===== config.mk =====
export PLATFORM = sky130hd
export DESIGN_NAME = servo_lock_sequencer_flat
export DESIGN_NICKNAME = d
export VERILOG_FILES = /design/src/rtl/servo_lock_sequencer_if.sv /design/src/rtl/servo_lock_sequencer.sv /design/src/flat_wrapper.sv
export SDC_FILE = /design/constraint.sdc
export NUM_CORES = 1
export LEC_CHECK = 0
export CAP_MARGIN = 10
export CORE_UTILIZATION = 35
export CTS_BUF_LIST = sky130_fd_sc_hd__clkbuf_8
export DETAILED_ROUTE_END_ITERATION = 7
export PLACE_DENSITY = 0.64
export SLEW_MARGIN = 25
export SYNTH_ARGS = -nofsm -noshare
export SYNTH_HDL_FRONTEND = slang
export SYNTH_SLANG_ARGS = --single-unit

===== constraint.sdc =====
create_clock -name clk_in -period 4.75 [get_ports clk_in]
set_clock_uncertainty 0.05 [all_clocks]
set_input_delay 0.95 -clock clk_in [delete_from_list [all_inputs] [get_ports clk_in]]
set_output_delay 0.95 -clock clk_in [all_outputs]
set_load 0.005 [all_outputs]

===== src/rtl/servo_lock_sequencer_if.sv =====
// Control bundle between the lock sequencer and the PID/sweep blocks:
// coefficient-update handshake plus the servo enable/clear/hold lines.
interface servo_lock_sequencer_if;
  logic param_req;
  logic param_apply;
  logic pid_on;
  logic pid_clear;
  logic sweep_hold;

  modport master (
    input  param_req,
    output param_apply,
    output pid_on,
    output pid_clear,
    output sweep_hold
  );

  modport slave (
    output param_req,
    input  param_apply,
    input  pid_on,
    input  pid_clear,
    input  sweep_hold
  );
endinterface


===== src/rtl/servo_lock_sequencer.sv =====
// Lock-acquisition sequencer for the laser servo: debounced threshold FSM
// driving sweep/PID control, coefficient-update gating and status LEDs.
module servo_lock_sequencer #(
  parameter int unsigned DEBOUNCE      = 16,
  parameter int unsigned RECENT_CYCLES = 100000000
) (
  input  logic                clk_in,
  input  logic                rst_in,
  input  logic                enable_in,
  input  logic signed [15:0]  trans_in,
  input  logic signed [15:0]  thr_hi_in,
  input  logic signed [15:0]  thr_lo_in,
  input  logic [27:0]         settle_cycles_in,
  input  logic [7:0]          max_attempts_in,
  input  logic                clear_fault_in,
  servo_lock_sequencer_if.master ctl,
  output logic [2:0]          state_out,
  output logic [7:0]          attempts_out,
  output logic                fault_out,
  output logic                locked_led_out,
  output logic                unlocked_led_out,
  output logic                recent_led_out
);

  localparam int unsigned DW = $clog2(DEBOUNCE + 1);
  localparam int unsigned RW = (RECENT_CYCLES < 2) ? 1 : $clog2(RECENT_CYCLES + 1);
  localparam logic [DW-1:0] DEB_MAX     = DW'(DEBOUNCE);
  localparam logic [DW-1:0] DEB_LAST    = DW'(DEBOUNCE - 1);
  localparam logic [RW-1:0] RECENT_LOAD = RW'(RECENT_CYCLES);

  typedef enum logic [2:0] {
    ST_IDLE    = 3'd0,
    ST_SWEEP   = 3'd1,
    ST_CAPTURE = 3'd2,
    ST_LOCKED  = 3'd3,
    ST_FAULT   = 3'd4
  } state_t;

  state_t             state_reg, state_next;
  logic signed [15:0] trans_reg;
  logic [DW-1:0]      deb_cnt_reg, deb_cnt_next;
  logic [27:0]        settle_cnt_reg, settle_cnt_next;
  logic [28:0]        settle_inc;
  logic [RW-1:0]      recent_cnt_reg, recent_cnt_next;
  logic [7:0]         attempts_reg, attempts_next, attempts_inc;
  logic               pending_reg, pending_next, apply_fire;
  logic               deb_qual, deb_hit, settle_done, state_change;
  logic               pid_on_reg, pid_clear_reg, sweep_hold_reg, param_apply_reg, fault_reg;
  logic               locked_led_reg, unlocked_led_reg, recent_led_reg;

  always_ff @(posedge clk_in or posedge rst_in) begin
    if (rst_in) trans_reg <= '0;
    else        trans_reg <= trans_in;
  end

  // The qualifying condition depends on which way the current state can exit.
  always_comb begin
    deb_qual = 1'b0;
    case (state_reg)
      ST_SWEEP:              deb_qual = (trans_reg >= thr_hi_in);
      ST_CAPTURE, ST_LOCKED: deb_qual = (trans_reg < thr_lo_in);
      default:               deb_qual = 1'b0;
    endcase
  end

  assign deb_hit      = deb_qual && (deb_cnt_reg >= DEB_LAST);
  assign settle_inc   = {1'b0, settle_cnt_reg} + 29'd1;
  assign settle_done  = (settle_inc >= {1'b0, settle_cycles_in});
  assign attempts_inc = (attempts_reg == 8'hFF) ? 8'hFF : attempts_reg + 8'd1;

  always_comb begin
    state_next    = state_reg;
    attempts_next = attempts_reg;
    case (state_reg)
      ST_IDLE: begin
        if (enable_in) state_next = ST_SWEEP;
      end
      ST_SWEEP: begin
        if (!enable_in)   state_next = ST_IDLE;
        else if (deb_hit) state_next = ST_CAPTURE;
      end
      ST_CAPTURE: begin
        if (!enable_in) begin
          state_next = ST_IDLE;
        end else if (deb_hit) begin
          attempts_next = attempts_inc;
          if ((max_attempts_in != 8'd0) && (attempts_inc == max_attempts_in))
            state_next = ST_FAULT;
          else
            state_next = ST_SWEEP;
        end else if (settle_done) begin
          state_next    = ST_LOCKED;
          attempts_next = 8'd0;
        end
      end
      ST_LOCKED: begin
        if (!enable_in)   state_next = ST_IDLE;
        else if (deb_hit) state_next = ST_SWEEP;
      end
      ST_FAULT: begin
        if (clear_fault_in) begin
          state_next    = ST_IDLE;
          attempts_next = 8'd0;
        end
      end
      default: state_next = ST_IDLE;
    endcase
  end

  assign state_change = (state_next != state_reg);

  always_comb begin
    deb_cnt_next = '0;
    if (!state_change && deb_qual)
      deb_cnt_next = (deb_cnt_reg == DEB_MAX) ? DEB_MAX : deb_cnt_reg + DW'(1);
  end

  assign settle_cnt_next = ((state_reg == ST_CAPTURE) && (state_next == ST_CAPTURE))
                           ? settle_inc[27:0] : 28'd0;

  always_comb begin
    recent_cnt_next = '0;
    if ((state_reg == ST_LOCKED) && (state_next != ST_LOCKED))
      recent_cnt_next = '0;
    else if ((state_reg == ST_CAPTURE) && (state_next == ST_LOCKED))
      recent_cnt_next = RECENT_LOAD;
    else if (recent_cnt_reg != '0)
      recent_cnt_next = recent_cnt_reg - RW'(1);
  end

  // Coefficients never change underneath a capture in progress.
  assign apply_fire   = pending_reg && (state_next != ST_CAPTURE);
  assign pending_next = apply_fire ? 1'b0 : (pending_reg | ctl.param_req);

  always_ff @(posedge clk_in or posedge rst_in) begin
    if (rst_in) begin
      state_reg        <= ST_IDLE;
      deb_cnt_reg      <= '0;
      settle_cnt_reg   <= '0;
      recent_cnt_reg   <= '0;
      attempts_reg     <= 8'd0;
      pending_reg      <= 1'b0;
      pid_on_reg       <= 1'b0;
      pid_clear_reg    <= 1'b0;
      sweep_hold_reg   <= 1'b1;
      param_apply_reg  <= 1'b0;
      fault_reg        <= 1'b0;
      locked_led_reg   <= 1'b1;
      unlocked_led_reg <= 1'b1;
      recent_led_reg   <= 1'b1;
    end else begin
      state_reg        <= state_next;
      deb_cnt_reg      <= deb_cnt_next;
      settle_cnt_reg   <= settle_cnt_next;
      recent_cnt_reg   <= recent_cnt_next;
      attempts_reg     <= attempts_next;
      pending_reg      <= pending_next;
      pid_on_reg       <= (state_next == ST_CAPTURE) || (state_next == ST_LOCKED);
      pid_clear_reg    <= (state_reg == ST_SWEEP) && (state_next == ST_CAPTURE);
      sweep_hold_reg   <= (state_next != ST_SWEEP);
      param_apply_reg  <= apply_fire;
      fault_reg        <= (state_next == ST_FAULT);
      locked_led_reg   <= !(state_next == ST_LOCKED);
      unlocked_led_reg <= !((state_next == ST_SWEEP) || (state_next == ST_CAPTURE) ||
                            (state_next == ST_FAULT));
      recent_led_reg   <= (recent_cnt_next == '0);
    end
  end

  assign state_out        = state_reg;
  assign attempts_out     = attempts_reg;
  assign fault_out        = fault_reg;
  assign locked_led_out   = locked_led_reg;
  assign unlocked_led_out = unlocked_led_reg;
  assign recent_led_out   = recent_led_reg;
  assign ctl.pid_on       = pid_on_reg;
  assign ctl.pid_clear    = pid_clear_reg;
  assign ctl.sweep_hold   = sweep_hold_reg;
  assign ctl.param_apply  = param_apply_reg;

endmodule


===== src/flat_wrapper.sv =====
// flat-port wrapper written by rule: the top's interface ports become plain ports
module servo_lock_sequencer_flat 
#(
  parameter int unsigned DEBOUNCE      = 16,
  parameter int unsigned RECENT_CYCLES = 100000000
)
  (clk_in, rst_in, enable_in, trans_in, thr_hi_in, thr_lo_in, settle_cycles_in, max_attempts_in, clear_fault_in, state_out, attempts_out, fault_out, locked_led_out, unlocked_led_out, recent_led_out, ctl_param_req, ctl_param_apply, ctl_pid_on, ctl_pid_clear, ctl_sweep_hold);
  servo_lock_sequencer_if ctl_i ();
  input  logic clk_in;
  input  logic rst_in;
  input  logic enable_in;
  input  logic signed [15:0] trans_in;
  input  logic signed [15:0] thr_hi_in;
  input  logic signed [15:0] thr_lo_in;
  input  logic [27:0] settle_cycles_in;
  input  logic [7:0] max_attempts_in;
  input  logic clear_fault_in;
  output logic [2:0] state_out;
  output logic [7:0] attempts_out;
  output logic fault_out;
  output logic locked_led_out;
  output logic unlocked_led_out;
  output logic recent_led_out;
  input wire logic [$bits(ctl_i.param_req)-1:0] ctl_param_req;
  output wire logic [$bits(ctl_i.param_apply)-1:0] ctl_param_apply;
  output wire logic [$bits(ctl_i.pid_on)-1:0] ctl_pid_on;
  output wire logic [$bits(ctl_i.pid_clear)-1:0] ctl_pid_clear;
  output wire logic [$bits(ctl_i.sweep_hold)-1:0] ctl_sweep_hold;
  assign ctl_i.param_req = ctl_param_req;
  assign ctl_param_apply = ctl_i.param_apply;
  assign ctl_pid_on = ctl_i.pid_on;
  assign ctl_pid_clear = ctl_i.pid_clear;
  assign ctl_sweep_hold = ctl_i.sweep_hold;
  servo_lock_sequencer #(.DEBOUNCE(DEBOUNCE), .RECENT_CYCLES(RECENT_CYCLES)) u_core (.clk_in(clk_in), .rst_in(rst_in), .enable_in(enable_in), .trans_in(trans_in), .thr_hi_in(thr_hi_in), .thr_lo_in(thr_lo_in), .settle_cycles_in(settle_cycles_in), .max_attempts_in(max_attempts_in), .clear_fault_in(clear_fault_in), .ctl(ctl_i), .state_out(state_out), .attempts_out(attempts_out), .fault_out(fault_out), .locked_led_out(locked_led_out), .unlocked_led_out(unlocked_led_out), .recent_led_out(recent_led_out));
endmodule

==> results of run 1 <==
worst max-delay path: stages (launching register included):
cell      delay, ns
dfrtp_1        0.42
ha_1           0.22
nand4_1        0.15
nor4_1         0.38
buf_4          0.21
nand4_1        0.22
nor2_1         0.19
xor2_1         0.20
ha_1           0.28
a21oi_1        0.12
o21ai_0        0.18
o2111a_1       0.31
a21boi_0       0.13
nor3_1         0.20
buf_4          0.19
nand3_1        0.10
and3_1         0.31
buf_4          0.25
nor3_1         0.19
logic make-up (layout without fill, tap and decap cells):
family | Yosys count | after routing | synth area share
AO/OA/AOI/OAI | 141 | 141 | 0.147
multiplexers | 7 | 7 | 0.0119
XOR/XNOR | 55 | 55 | 0.0726
AND/OR/NAND/NOR | 260 | 260 | 0.224
flip-flops | 96 | 96 | 0.363
adder cells (fa/ha/maj) | 65 | 65 | 0.123
buffers and inverters | 94 | 210 | 0.0592
cell type report:
type                       instances  area, sq um  area share
inverter                          77          292      0.0358
sequential                        96         2410       0.295
timing repair buffer             117         1150       0.141
clock buffer                      12          165      0.0203
tap                              229          287      0.0352
multi-input combinational        528         3830       0.471
clock inverter                     4         18.8     0.00230
metrics by stage:
| step | hold slack, ns | instances | cell area (sq um) | util | setup slack (ns) |
|---|---|---|---|---|---|
| after floorplan | 0.405 | 718 | 6640 | - | 0.797 |
| after global placement | 0.441 | 1047 | 7970 | 0.436 | 0.319 |
| after detailed placement | 0.442 | 1047 | 7970 | 0.436 | 0.285 |
| after CTS | 0.456 | 1063 | 8150 | 0.446 | 0.308 |
| after global routing | 0.487 | 1063 | 8150 | 0.446 | 0.00255 |
| final | 0.457 | 1063 | 8150 | 0.446 | 0.346 |
placed cells by master (no fill, tap or decap), types with 7 or more instances in the layout:
cell and count:
clkdlybuf4s50_1 107, dfrtp_1 92, inv_1 77, ha_1 65, nand2_1 50, a21oi_1 49, nor2_1 36, xnor2_1 33
and2_1 29, xor2_1 22, nand4_1 22, nand3_1 21, o21ai_0 21, nor3_1 20, clkbuf_8 12, and3_1 11
nor4_1 10, buf_4 10, nor3_2 9, nor2b_1 7, a31oi_1 7
where the power goes:
part | internal (mW) | switching [mW] | total (mW)
logic | 0.159 | 0.128 | 0.287
registers | 0.859 | 0.0558 | 0.915
clock network | 0.229 | 0.284 | 0.513
how the worst max path moves through the flow:
stage | slack (ns) | endpoint | cells after the start
after detailed placement | 0.28 | u_core.recent_cnt_reg[3]$_DFF_PP0_ | 11
after floorplan | 0.80 | u_core.attempts_out[0]$_DFFE_PP0P_ | 15
final | 0.35 | u_core.recent_cnt_reg[3]$_DFF_PP0_ | 18
after global placement | 0.32 | u_core.recent_cnt_reg[5]$_DFF_PP0_ | 11
after global routing | 0.003 | u_core.recent_cnt_reg[5]$_DFF_PP0_ | 18
after CTS | 0.31 | u_core.recent_cnt_reg[3]$_DFF_PP0_ | 18
routing by layer:
metal,global-route usage,vias to the layer above,wire length (microns)
li1,-,2770,-
met3,0.0348,11,623
met5,0,-,0
met1,0.224,2553,7410
met4,0.0492,0,176
met2,0.263,93,7010
==> results_dict.tcl, run 1 <==
set metrics [dict create \
    row_count 49 \
    initial_core_util 0.363 \
    synth.area.top_cells "dfrtp_1, ha_1, inv_1" \
    vias 5427 \
    layout-drive-gt1-share 0.0815 \
    grt_pass1_vias 5385 \
    synth_cell_types 78 \
    area_growth_pct 22.8 \
    ctsLongestPathBuffers 2 \
    hold_path.class "reg2reg" \
    crit_start "u_core.settle_cnt_reg[0]$_DFF_PP0_" \
    drc 0 \
    rsz0062_at_grt "no" \
    r2r_end "u_core.recent_cnt_reg[3]$_DFF_PP0_" \
    io_buffers 107 \
    period_needed_ns 4.40 \
    peakVddDrop_mv 0.110 \
    hpwlAfterDp_microns 11700 \
    ys_async_sr_fraction 1.00 \
    numCtsBuffers 9 \
    firstDrtPassIters 4 \
    cts-root-buf "clkbuf_8" \
    fillers 1780 \
    die_w_microns 140 \
    die_h_microns 140 \
    period_share 0.927 \
    ys_ff_latch 96 \
    finalPower_mw 1.71 \
    synth_most_common_cell "dfrtp_1" \
    drtAntennaViolNets 0 \
    cts_hold_buf 0 \
    critical_path_class "reg2reg" \
    critPathArrivalTime_ns 4.65 \
    ys_warn_count 0 \
    synth_top_area_cell "dfrtp_1" \
    cts.htree.levels 3 \
    track_usage 0.165 \
    maxSlewViolCount 0 \
    cts.sinks 96 \
    ff2ff_setup_slack_ns 0.35 \
    grt_max_degree 52 \
    r2r_cells 18 \
    grt_pass1_wl_microns 25900 \
    syn_nets 872 \
    crit_path_max_fanout 9 \
    hold_violations 0 \
    yosys.area.top_type_share 0.347 \
    yosysSeqAreaShare 0.363 \
    routed_wl_microns 15200 \
    holdPathEnd "u_core.settle_cnt_reg[0]$_DFF_PP0_" \
    critPathLaunchType "flip-flop" \
    cap_violations 0 \
    cts_setup_buffers 0 \
    num-nets-final 983 \
    largest_register_ffs 28 \
    cts_resized 0 \
    worstHoldPathCells 1 \
    clk_pin_slew_ns 0.09 \
    cts_tree "done" \
    grt_remaining_overflow 0 \
    die_area_sq_um 19500 \
    status "finished, final reports clean" \
    io_pins 108 \
    viasPerCell 5.11 \
    reg2reg_from "u_core.settle_cnt_reg[0]$_DFF_PP0_" \
    fmax_mhz 227 \
    worstHoldStart "u_core.settle_cnt_reg[0]$_DFF_PP0_" \
    required_ns 4.99 \
    insertion_delay_ns 0.38 \
    syn_area_sq_um 6640 \
    ys.flop_type "dfrtp_1" \
    place_congestion 0.820 \
    cp-end-kind "flip-flop" \
    synthCells 718 \
    worst_pin_slew_ns 0.662 \
    finalSetupViolCount 0 \
    drt_iter0_markers 265 \
    antenna_found_initial 0 \
    wl_per_cell_microns 14.3 \
    p_leak_nw 3.73 \
    core_area_sq_um 18300 \
    postSynthAreaPerCell_sq_um 9.24 \
    fin_tns_setup_ns 0 \
    relSlewSlack 0.556 \
    num_antenna_cells 0 \
    powerDensity_nw_per_um2 210 \
    synth_edf_count 0 \
    synth_commonest_cells "dfrtp_1, inv_1, ha_1" \
]
Power figures use the tool's default switching activity.
==> run 2, diff against run 1 <==
--- a/config.mk
+++ b/config.mk
@@ -6,10 +6,11 @@
 export NUM_CORES = 1
 export LEC_CHECK = 0
 export CAP_MARGIN = 10
-export CORE_UTILIZATION = 35
+export CORE_UTILIZATION = 45
 export CTS_BUF_LIST = sky130_fd_sc_hd__clkbuf_8
 export DETAILED_ROUTE_END_ITERATION = 7
-export PLACE_DENSITY = 0.64
+export HOLD_SLACK_MARGIN = 0.15
+export PLACE_DENSITY = 0.76
 export SLEW_MARGIN = 25
 export SYNTH_ARGS = -nofsm -noshare
 export SYNTH_HDL_FRONTEND = slang
==> run 2 against run 1 <==
  * Final cell count fell by 4.3%
  * Non-clock buffer count fell by 1
  * Sequential power barely moved
  * Clock power rose by 7.6%
  * Sequential share of layout area rose by 0.17 points
  * Via count rose by 0.37%
  * Critical path type unchanged
==> results_dict.tcl, run 2 (synthesis gave the netlist of run 1 again) <==
set metrics [dict create \
    numCtsBuffers 9 \
    cts_setup_buffers 0 \
    cts.sinks 96 \
    largest_register_ffs 28 \
    cp_slowest_cell "dfrtp_1" \
    grt_pass1_wl_microns 25000 \
    cts_hold_buf 0 \
    wl_per_cell_microns 14.7 \
    p_leak_nw 3.74 \
    drt_iter0_markers 396 \
    cts_tree "done" \
    grt_pass1_vias 5352 \
    num_antenna_cells 0 \
    powerDensity_nw_per_um2 217 \
    num-nets-final 982 \
    crit_path_max_fanout 8 \
    fin_tns_setup_ns 0 \
    fmax_mhz 232 \
    die_h_microns 123 \
    grt_use_met2 0.354 \
    antenna_found_initial 0 \
    maxSlewViolCount 0 \
    relSlewSlack 0.556 \
    viasPerCell 5.36 \
    reg2reg_from "u_core.settle_cnt_reg[0]$_DFF_PP0_" \
    ctsLongestPathBuffers 2 \
    critPathLaunchType "flip-flop" \
    worstHoldStart "u_core.settle_cnt_reg[0]$_DFF_PP0_" \
    io_buffers 107 \
    io_pins 108 \
    crit_start "u_core.settle_cnt_reg[0]$_DFF_PP0_" \
    track_usage 0.210 \
    firstDrtPassIters 5 \
    period_needed_ns 4.31 \
    rsz0062_at_grt "no" \
    critical_path_class "reg2reg" \
    final_common_cell "clkdlybuf4s50_1" \
    area_growth_pct 22.1 \
    hpwlAfterDp_microns 11500 \
    row_count 44 \
    grtUsageMet1 0.274 \
    hold_ws_ns 0.452 \
    regArea_sq_um 2410 \
    required_ns 4.96 \
    hold_violations 0 \
    crit_buf_inv 2 \
    vias 5447 \
    grt_remaining_overflow 0 \
    path_cells "ha_1 -> nand4_1 -> nor4_1 -> buf_4 -> nand4_1 -> nor2_1 -> xor2_1 -> ha_1 -> a21oi_1 -> o21ai_0 -> o2111a_1 -> a21boi_0 -> nor3_1 -> buf_4 -> a31oi_4 -> nor2_4 -> mux2_2" \
    core_area_sq_um 14500 \
    drtAntennaViolNets 0 \
    worst_pin_slew_ns 0.667 \
    cts-root-buf "clkbuf_8" \
    clk_pin_slew_ns 0.09 \
    final_cell_mix "clkdlybuf4s50_1, dfrtp_1, inv_1" \
    cp_top_family "simple AND/OR/NAND/NOR gates" \
    layout-drive-gt1-share 0.0804 \
    grt_use_met3 0.0351 \
    die_area_sq_um 15200 \
    finalSetupViolCount 0 \
    peakVddDrop_mv 0.105 \
    fillers 1293 \
    routed_wl_microns 14900 \
    place_congestion 0.834 \
    critPathArrivalTime_ns 4.51 \
    grt_busiest_layer "met2" \
    hold_path.class "reg2reg" \
    multi_input_area_sq_um 3840 \
    cts.htree.levels 3 \
    cap_violations 0 \
    period_share 0.907 \
    insertion_delay_ns 0.38 \
    drc 0 \
    status "finished, final reports clean" \
    cp-end-kind "flip-flop" \
    die_w_microns 123 \
    slowest_delay_ns 0.41 \
    initial_core_util 0.458 \
    grt_max_degree 53 \
    final_util 0.560 \
]
-- run 2: layout make-up --
type                       instances  share of cell area
sequential                        96               0.297
clock inverter                     5             0.00587
clock buffer                      11              0.0187
tap                              184              0.0284
multi-input combinational        528               0.473
timing repair buffer             116               0.141
inverter                          77              0.0360
-- run 2: final timing paths --
check / slack, ns / cells past startpoint / end
worst max-delay path: 0.44 / 17 / u_core.attempts_out[1]$_DFFE_PP0P_
worst min-delay path: 0.45 / 1 / u_core.settle_cnt_reg[0]$_DFF_PP0_
worst max register to register: 0.44 / 17 / u_core.attempts_out[1]$_DFFE_PP0P_
worst min register to register: 0.45 / 1 / u_core.settle_cnt_reg[0]$_DFF_PP0_
max in group asynchronous: 2.87 / 3 / u_core.attempts_out[4]$_DFFE_PP0P_
min in group asynchronous: 0.98 / 2 / u_core.settle_cnt_reg[20]$_DFF_PP0_
-- run 2: metrics by stage --
step                      instance area [sq um]  total power [mW]  setup slack, ns  instances
after CTS                                  8100              1.78            0.256       1017
after global placement                     7900              1.21            0.223       1001
after floorplan                            6640              1.08            0.797        718
after detailed placement                   7900              1.22            0.176       1001
after global routing                       8100              1.85           0.0277       1017
final                                      8100              1.75            0.443       1017
-- run 2: metal layers --
| metal | wire (microns) | vias up |
|---|---|---|
| met4 | 226 | 0 |
| li1 | - | 2768 |
| met5 | 0 | - |
| met3 | 650 | 15 |
| met1 | 7040 | 2564 |
| met2 | 7010 | 100 |
-- run 2: what timing repair did --
item                       CTS  global route
resized for setup            0             1
setup endpoints to repair    0            16
hold endpoints to repair     0             0
-- run 2: report_power, final --
| group | total [mW] | internal [mW] | switching (mW) |
|---|---|---|---|
| Combinational | 0.286 | 0.159 | 0.127 |
| Sequential | 0.917 | 0.859 | 0.0575 |
| Clock | 0.552 | 0.267 | 0.285 |
| Total | 1.75 | 1.29 | 0.469 |
==> run 3, diff against run 2 <==
--- a/config.mk
+++ b/config.mk
@@ -6,6 +6,7 @@
 export NUM_CORES = 1
 export LEC_CHECK = 0
 export CAP_MARGIN = 10
+export CORE_ASPECT_RATIO = 0.9
 export CORE_UTILIZATION = 45
 export CTS_BUF_LIST = sky130_fd_sc_hd__clkbuf_8
 export DETAILED_ROUTE_END_ITERATION = 7
==> run 3 against run 2 <==
  * Global-route usage decreased by 0.13 points
  * Core utilization is 1.3 points higher
  * Critical path depth grew 1
  * Combinational power barely moved
  * Worst hold slack gained 0.0058 ns
  * Sequential power is essentially flat
  * Critical path type unchanged
  * Largest power group unchanged
==> results_dict.tcl, run 3 (synthesis gave the netlist of run 1 again) <==
set metrics [dict create \
    multi_input_area_sq_um 3830 \
    place_ws_ns 0.393 \
    row_count 41 \
    viasPerCell 5.31 \
    maxSlewViolCount 0 \
    place_congestion 0.873 \
    finalSetupViolCount 0 \
    firstDrtPassIters 6 \
    cts_tree "done" \
    status "finished, final reports clean" \
    regArea_sq_um 2410 \
    layout-drive-gt1-share 0.0815 \
    die_h_microns 117 \
    r2r_cells 18 \
    p_seq_frac 0.518 \
    fin_tns_setup_ns 0 \
    wl_per_cell_microns 14.3 \
    largest_register_ffs 28 \
    final_util 0.573 \
    hold_path.class "reg2reg" \
    die_w_microns 130 \
    area_growth_pct 22.7 \
    ctsLongestPathBuffers 2 \
    critical_path_class "reg2reg" \
    num_antenna_cells 0 \
    relSlewSlack 0.613 \
    peakVddDrop_mv 0.167 \
    fillers 1249 \
    reg2reg_from "u_core.settle_cnt_reg[0]$_DFF_PP0_" \
    cts.htree.levels 3 \
    r2r_end "u_core.recent_cnt_reg[5]$_DFF_PP0_" \
    critPathLaunchType "flip-flop" \
    hold_ws_ns 0.458 \
    grt_remaining_overflow 0 \
    fmax_mhz 229 \
    layout_setup_ws_ns 0.391 \
    p_int_mw 1.29 \
    cts-root-buf "clkbuf_8" \
    grt_pass1_vias 5275 \
    die_area_sq_um 15200 \
    crit_start "u_core.settle_cnt_reg[0]$_DFF_PP0_" \
    ff2ff_setup_slack_ns 0.39 \
    cts_hold_buf 0 \
    rsz0062_at_grt "no" \
    p_leak_nw 3.74 \
    cap_violations 0 \
    period_needed_ns 4.36 \
    grt_pass1_wl_microns 24800 \
    insertion_delay_ns 0.38 \
    io_pins 108 \
    cts_resized 0 \
    period_share 0.918 \
    drt_iter0_markers 293 \
    hpwlAfterDp_microns 11300 \
    vias 5454 \
    drtAntennaViolNets 0 \
    powerDensity_nw_per_um2 217 \
    num-nets-final 983 \
    io_buffers 107 \
    core_area_sq_um 14200 \
    p_clk_frac 0.320 \
    netSwitchingFraction 0.270 \
    antenna_found_initial 1 \
    final_cell_mix "clkdlybuf4s50_1, dfrtp_1, inv_1" \
    track_usage 0.209 \
    p_sw_uw 478 \
    clk_pin_slew_ns 0.10 \
    initial_core_util 0.467 \
    hold_violations 0 \
    critPathArrivalTime_ns 4.61 \
    finalPower_mw 1.77 \
    crit_path_end "u_core.recent_cnt_reg[5]$_DFF_PP0_" \
    numCtsBuffers 9 \
    cts_setup_buffers 0 \
    required_ns 5.00 \
    cts.sinks 96 \
    drc 0 \
    comb_power_share 0.162 \
    cp-end-kind "flip-flop" \
    worst_pin_slew_ns 0.577 \
    routed_wl_microns 14700 \
    crit_path_max_fanout 9 \
    final_common_cell "clkdlybuf4s50_1" \
    grt_max_degree 43 \
]
run 3: cell types whose count changed in the layout (fill, tap and decap cells not counted):
cell        delta
and3_1         +1
and3_2         -1
buf_12         +1
clkinv_2       -1
clkinvlp_4     +1
inv_1          -1
inv_6          +1
run 3: through the flow:
| step | area (sq um) | cells |
|---|---|---|
| 5_1_grt | 8140 | 1027 |
| 3_5_place_dp | 7930 | 1011 |
| 3_3_place_gp | 7930 | 1011 |
| 6_report | 8140 | 1027 |
| 4_1_cts | 8140 | 1027 |
| 2_1_floorplan | 6640 | 718 |
run 3: power by group through the flow:
stage          Sequential (mW)  Combinational [mW]  Clock (mW)
2_1_floorplan            0.914               0.164           0
3_3_place_gp             0.928               0.282           0
3_5_place_dp             0.929               0.286           0
4_1_cts                  0.913               0.289       0.587
5_1_grt                  0.921               0.324       0.614
6_report                 0.915               0.287       0.566
run 3: final cells by class:
type | count | share of cell area
multi-input cells | 528 | 0.471
inverters | 77 | 0.0358
well taps | 193 | 0.0297
repair buffers | 117 | 0.142
clock buffers | 11 | 0.0186
clock inverters | 5 | 0.00676
flip-flops and latches | 96 | 0.296
run 3: worst max-delay path, stage by stage (launching register included):
cell      delay, ns
dfrtp_1        0.42
ha_1           0.23
nand4_1        0.15
nor4_1         0.30
buf_4          0.19
nand4_1        0.25
nor2_1         0.20
xor2_1         0.21
ha_1           0.29
a21oi_1        0.15
o21ai_0        0.18
o2111a_1       0.31
a21boi_0       0.14
nor3_1         0.25
buf_4          0.20
nand3_1        0.09
and3_1         0.30
buf_12         0.21
nor3_1         0.17
run 3: per-layer routing:
| metal | up-vias | GRT usage | share of wire |
|---|---|---|---|
| met5 | - | 0 | 0 |
| met3 | 10 | 0.0455 | 0.052 |
| met2 | 148 | 0.349 | 0.46 |
| met1 | 2527 | 0.278 | 0.48 |
| met4 | 0 | 0.0496 | 0.010 |
| li1 | 2769 | - | - |
run 3: worst min-delay path by stage:
| stage | depth (start not counted) | to | start | slack (ns) |
|---|---|---|---|---|
| 4_1_cts | 1 | u_core.settle_cnt_reg[0]$_DFF_PP0_ | u_core.settle_cnt_reg[0]$_DFF_PP0_ | 0.45 |
| 6_report | 1 | u_core.settle_cnt_reg[0]$_DFF_PP0_ | u_core.settle_cnt_reg[0]$_DFF_PP0_ | 0.46 |
| 3_3_place_gp | 1 | u_core.settle_cnt_reg[0]$_DFF_PP0_ | u_core.settle_cnt_reg[0]$_DFF_PP0_ | 0.44 |
| 5_1_grt | 1 | u_core.settle_cnt_reg[0]$_DFF_PP0_ | u_core.settle_cnt_reg[0]$_DFF_PP0_ | 0.48 |
| 2_1_floorplan | 1 | u_core.settle_cnt_reg[0]$_DFF_PP0_ | u_core.settle_cnt_reg[0]$_DFF_PP0_ | 0.40 |
| 3_5_place_dp | 1 | u_core.settle_cnt_reg[0]$_DFF_PP0_ | u_core.settle_cnt_reg[0]$_DFF_PP0_ | 0.44 |
==> RTL change: new RTL, flow settings as in run 1 <==
Add an input register stage for `trans_in`, without a reset; this delays it by one clock. The other inputs are not delayed to match.
--- a/src/rtl/servo_lock_sequencer.sv
+++ b/src/rtl/servo_lock_sequencer.sv
@@ -38,2 +38,8 @@
 
+  logic signed [15:0] trans_q;
+
+  always_ff @(posedge clk_in) begin
+    trans_q <= trans_in;
+  end
+
   state_t             state_reg, state_next;
@@ -52,3 +58,3 @@
     if (rst_in) trans_reg <= '0;
-    else        trans_reg <= trans_in;
+    else        trans_reg <= trans_q;
   end
Check against the original RTL: same outputs for any inputs over 10 cycles, from zero or initial values and one cycle with rst_in high; that may be too few to reach the edited logic, so the function may still have changed.
==> RTL change against run 1 <==
The flow now finishes with violations (design-rule violations); final area up 1.1%; worst setup slack better by 0.026 ns; wire length down 3.2%; power up 1.7%; hold slack worse by 0.18 ns; sequential cell count up 16; largest power group unchanged; largest cell class unchanged; synthesized area up 0.47%.
==> RTL change: results (changes against run 1) <==
stage,metric,value,unit,change
status,status,"complete, but fails checks",,was completed
status,violations,design-rule violations,,
place,dpl.hpwl,11200,um,"was 11,700 um"
grt,grt_antenna_before_repair,0,,unchanged
worst_hold_path,hold_start,u_core.trans_q[15],,was u_core.settle_cnt_reg[0]
setup_path,cp-startpoint,u_core.settle_cnt_reg[0],,unchanged
cells_and_area,final_nets,989,,was 983
synthesis,yosys_warnings,0,,unchanged
grt,grt_max_degree,63,,was 52
drt,drtPass1Iterations,7,,was 4
synthesis,seq_area_frac_synth,40.9,%,was 36.3%
setup_path,reg2reg_depth,16,,was 18
synthesis,synth_common_cells,"92 x dfrtp_1, 76 x inv_1, 65 x ha_1",,"was 92 x dfrtp_1, 77 x inv_1, 65 x ha_1"
worst_hold_path,holdCritPathClass,reg2reg,,unchanged
drt,first_iter_violations,242,,was 265
timing,whs,0.281,ns,was 0.457 ns
place,place_ws,0.232,ns,was 0.285 ns
worst_hold_path,hold-path-endpoint,u_core.trans_reg[15],,was u_core.settle_cnt_reg[0]
cts,clk_latency,0.41,ns,was 0.38 ns
setup_path,rr_startpoint,u_core.settle_cnt_reg[0],,unchanged
place,place_inst,1058,,"was 1,047"
cells_and_area,diodes,0,,unchanged
synthesis,syn-num-nets,877,,was 872
setup_path,critPathMaxFanout,28,,was 9
cts,cts_buffers,9,,unchanged
cts,clk_path_buf_depth,2,,unchanged
cells_and_area,drive_gt1_share,5.36,%,was 8.15%
pwr,p_leak,0.00378,uW,was 0.00373 uW
cells_and_area,largest_register_ffs,28,,unchanged
grt,grt.total_usage,15.9,%,was 16.5%
drt,drcViolationCount,1,,was 0
synthesis,syn_avg_cell_area,9.22,um^2,was 9.24 um^2
drt,vias,5306,,"was 5,427"
synthesis,ys_async_sr_fraction,85.7,%,was 100%
place,gp_congestion,0.810,,was 0.820
cts,htree_levels,3,,unchanged
setup_path,r2r_slack,0.37,ns,was 0.35 ns
setup_path,arrival,4.67,ns,was 4.65 ns
timing,worst_slew_pin_slew,0.780,ns,was 0.662 ns
worst_hold_path,min_path_cells,0,,was 1
cts,post_cts_resized,0,,unchanged
place,placed_area,8020,um^2,was 7970 um^2
pwr,ir_drop,0.112,mV,was 0.110 mV
place,port_buffers,107,,unchanged
grt,grt_pass1_wl,24900,um,"was 25,900 um"
drt,finalWirelength,14700,um,"was 15,200 um"
grt,grt_pass1_vias,5112,,"was 5,385"
setup_path,r2r-end,u_core.settle_cnt_reg[10],,was u_core.recent_cnt_reg[3]
cts,cts_root_buffer,clkbuf_8,,unchanged
drt,wire_per_inst,13.7,um,was 14.3 um
cts,hold_buffers,0,,unchanged
synthesis,synth_area_leaders,"dfrtp_1 35%, ha_1 12%, dfxtp_1 4.8%",,"was dfrtp_1 35%, ha_1 12%, inv_1 4.4%"
pwr,switching_share,26.2,%,was 27.3%
cts,cts_setup_buffers,0,,unchanged
cts,clk_pin_slew_worst_paths,0.12,ns,was 0.09 ns
synthesis,ys_types,65,,was 78
cells_and_area,num-fill-cells,1864,,"was 1,780"
[RTL change: cell count changes after synthesis, sizes merged, moves of 5 or more]
cell     change
and2        -27
a2bb2oi      -5
nor4         -9
nand2        +9
nor2b       +22
nand4        -9
a21o         +6
nor2        +23
a21oi       -10
dfxtp       +16
buf          -5
o21bai       -5
nand2b      +10
[RTL change: worst max-delay path: stages, from the launching register on]
cell and delay (ns):
dfrtp_1 0.43, ha_1 0.20, nand3_1 0.16, or4_4 0.60
or2_2 0.34, nor2_1 0.12, xor2_1 0.20, ha_1 0.27
and4_1 0.22, a221oi_1 0.33, o21ai_0 0.14, o21ai_1 0.25
nand3b_1 0.18, a32oi_2 0.29, nand3_1 0.12, buf_4 0.26
nor2b_1 0.14
[RTL change: how the worst max path moves through the flow]
stage | end | slack (ns)
2_1_floorplan | u_core.settle_cnt_reg[10] | 0.44
3_3_place_gp | u_core.deb_cnt_reg[0] | 0.35
3_5_place_dp | u_core.deb_cnt_reg[0] | 0.23
4_1_cts | u_core.deb_cnt_reg[0] | 0.18
5_1_grt | u_core.settle_cnt_reg[10] | -0.005
6_report | u_core.settle_cnt_reg[10] | 0.37
[RTL change: cells by family after synthesis]
logic type / synth area share [%]
AO/OA/AOI/OAI: 12.5
adder cells (fa/ha/maj): 12.2
XOR/XNOR: 7.23
flip-flops: 40.9
AND/OR/NAND/NOR: 21.4
buffers and inverters: 5.42
multiplexers: 0.300
[RTL change: through the flow]
stage	power (uW)	setup TNS, ns
after global placement	1210	0
after CTS	1770	0
final	1740	0
after detailed placement	1210	0
after global routing	1840	-0.00512
after floorplan	1090	0
[RTL change: layer usage]
| metal | routed length, um | GRT usage, % |
|---|---|---|
| met4 | 282 | 6.25 |
| met1 | 7280 | 22.1 |
| met2 | 6550 | 24.9 |
| met5 | 0 | 0 |
| met3 | 626 | 2.50 |
[RTL change: area by class of cell]
| class | instances | area (um^2) | area share, % |
|---|---|---|---|
| clock buffers | 9 | 124 | 1.50 |
| clock inverters | 7 | 62.6 | 0.760 |
| repair buffers | 116 | 1140 | 13.8 |
| well taps | 234 | 293 | 3.55 |
| inverters | 76 | 288 | 3.49 |
| multi-input cells | 520 | 3600 | 43.7 |
| flip-flops and latches | 112 | 2730 | 33.1 |
[RTL change: power by group through the flow]
stage | registers, uW | logic [uW] | clock network [uW]
final | 980 | 206 | 558
after global routing | 983 | 233 | 619
after CTS | 980 | 209 | 584
after detailed placement | 999 | 207 | 0
after global placement | 999 | 207 | 0
after floorplan | 996 | 94.4 | 0
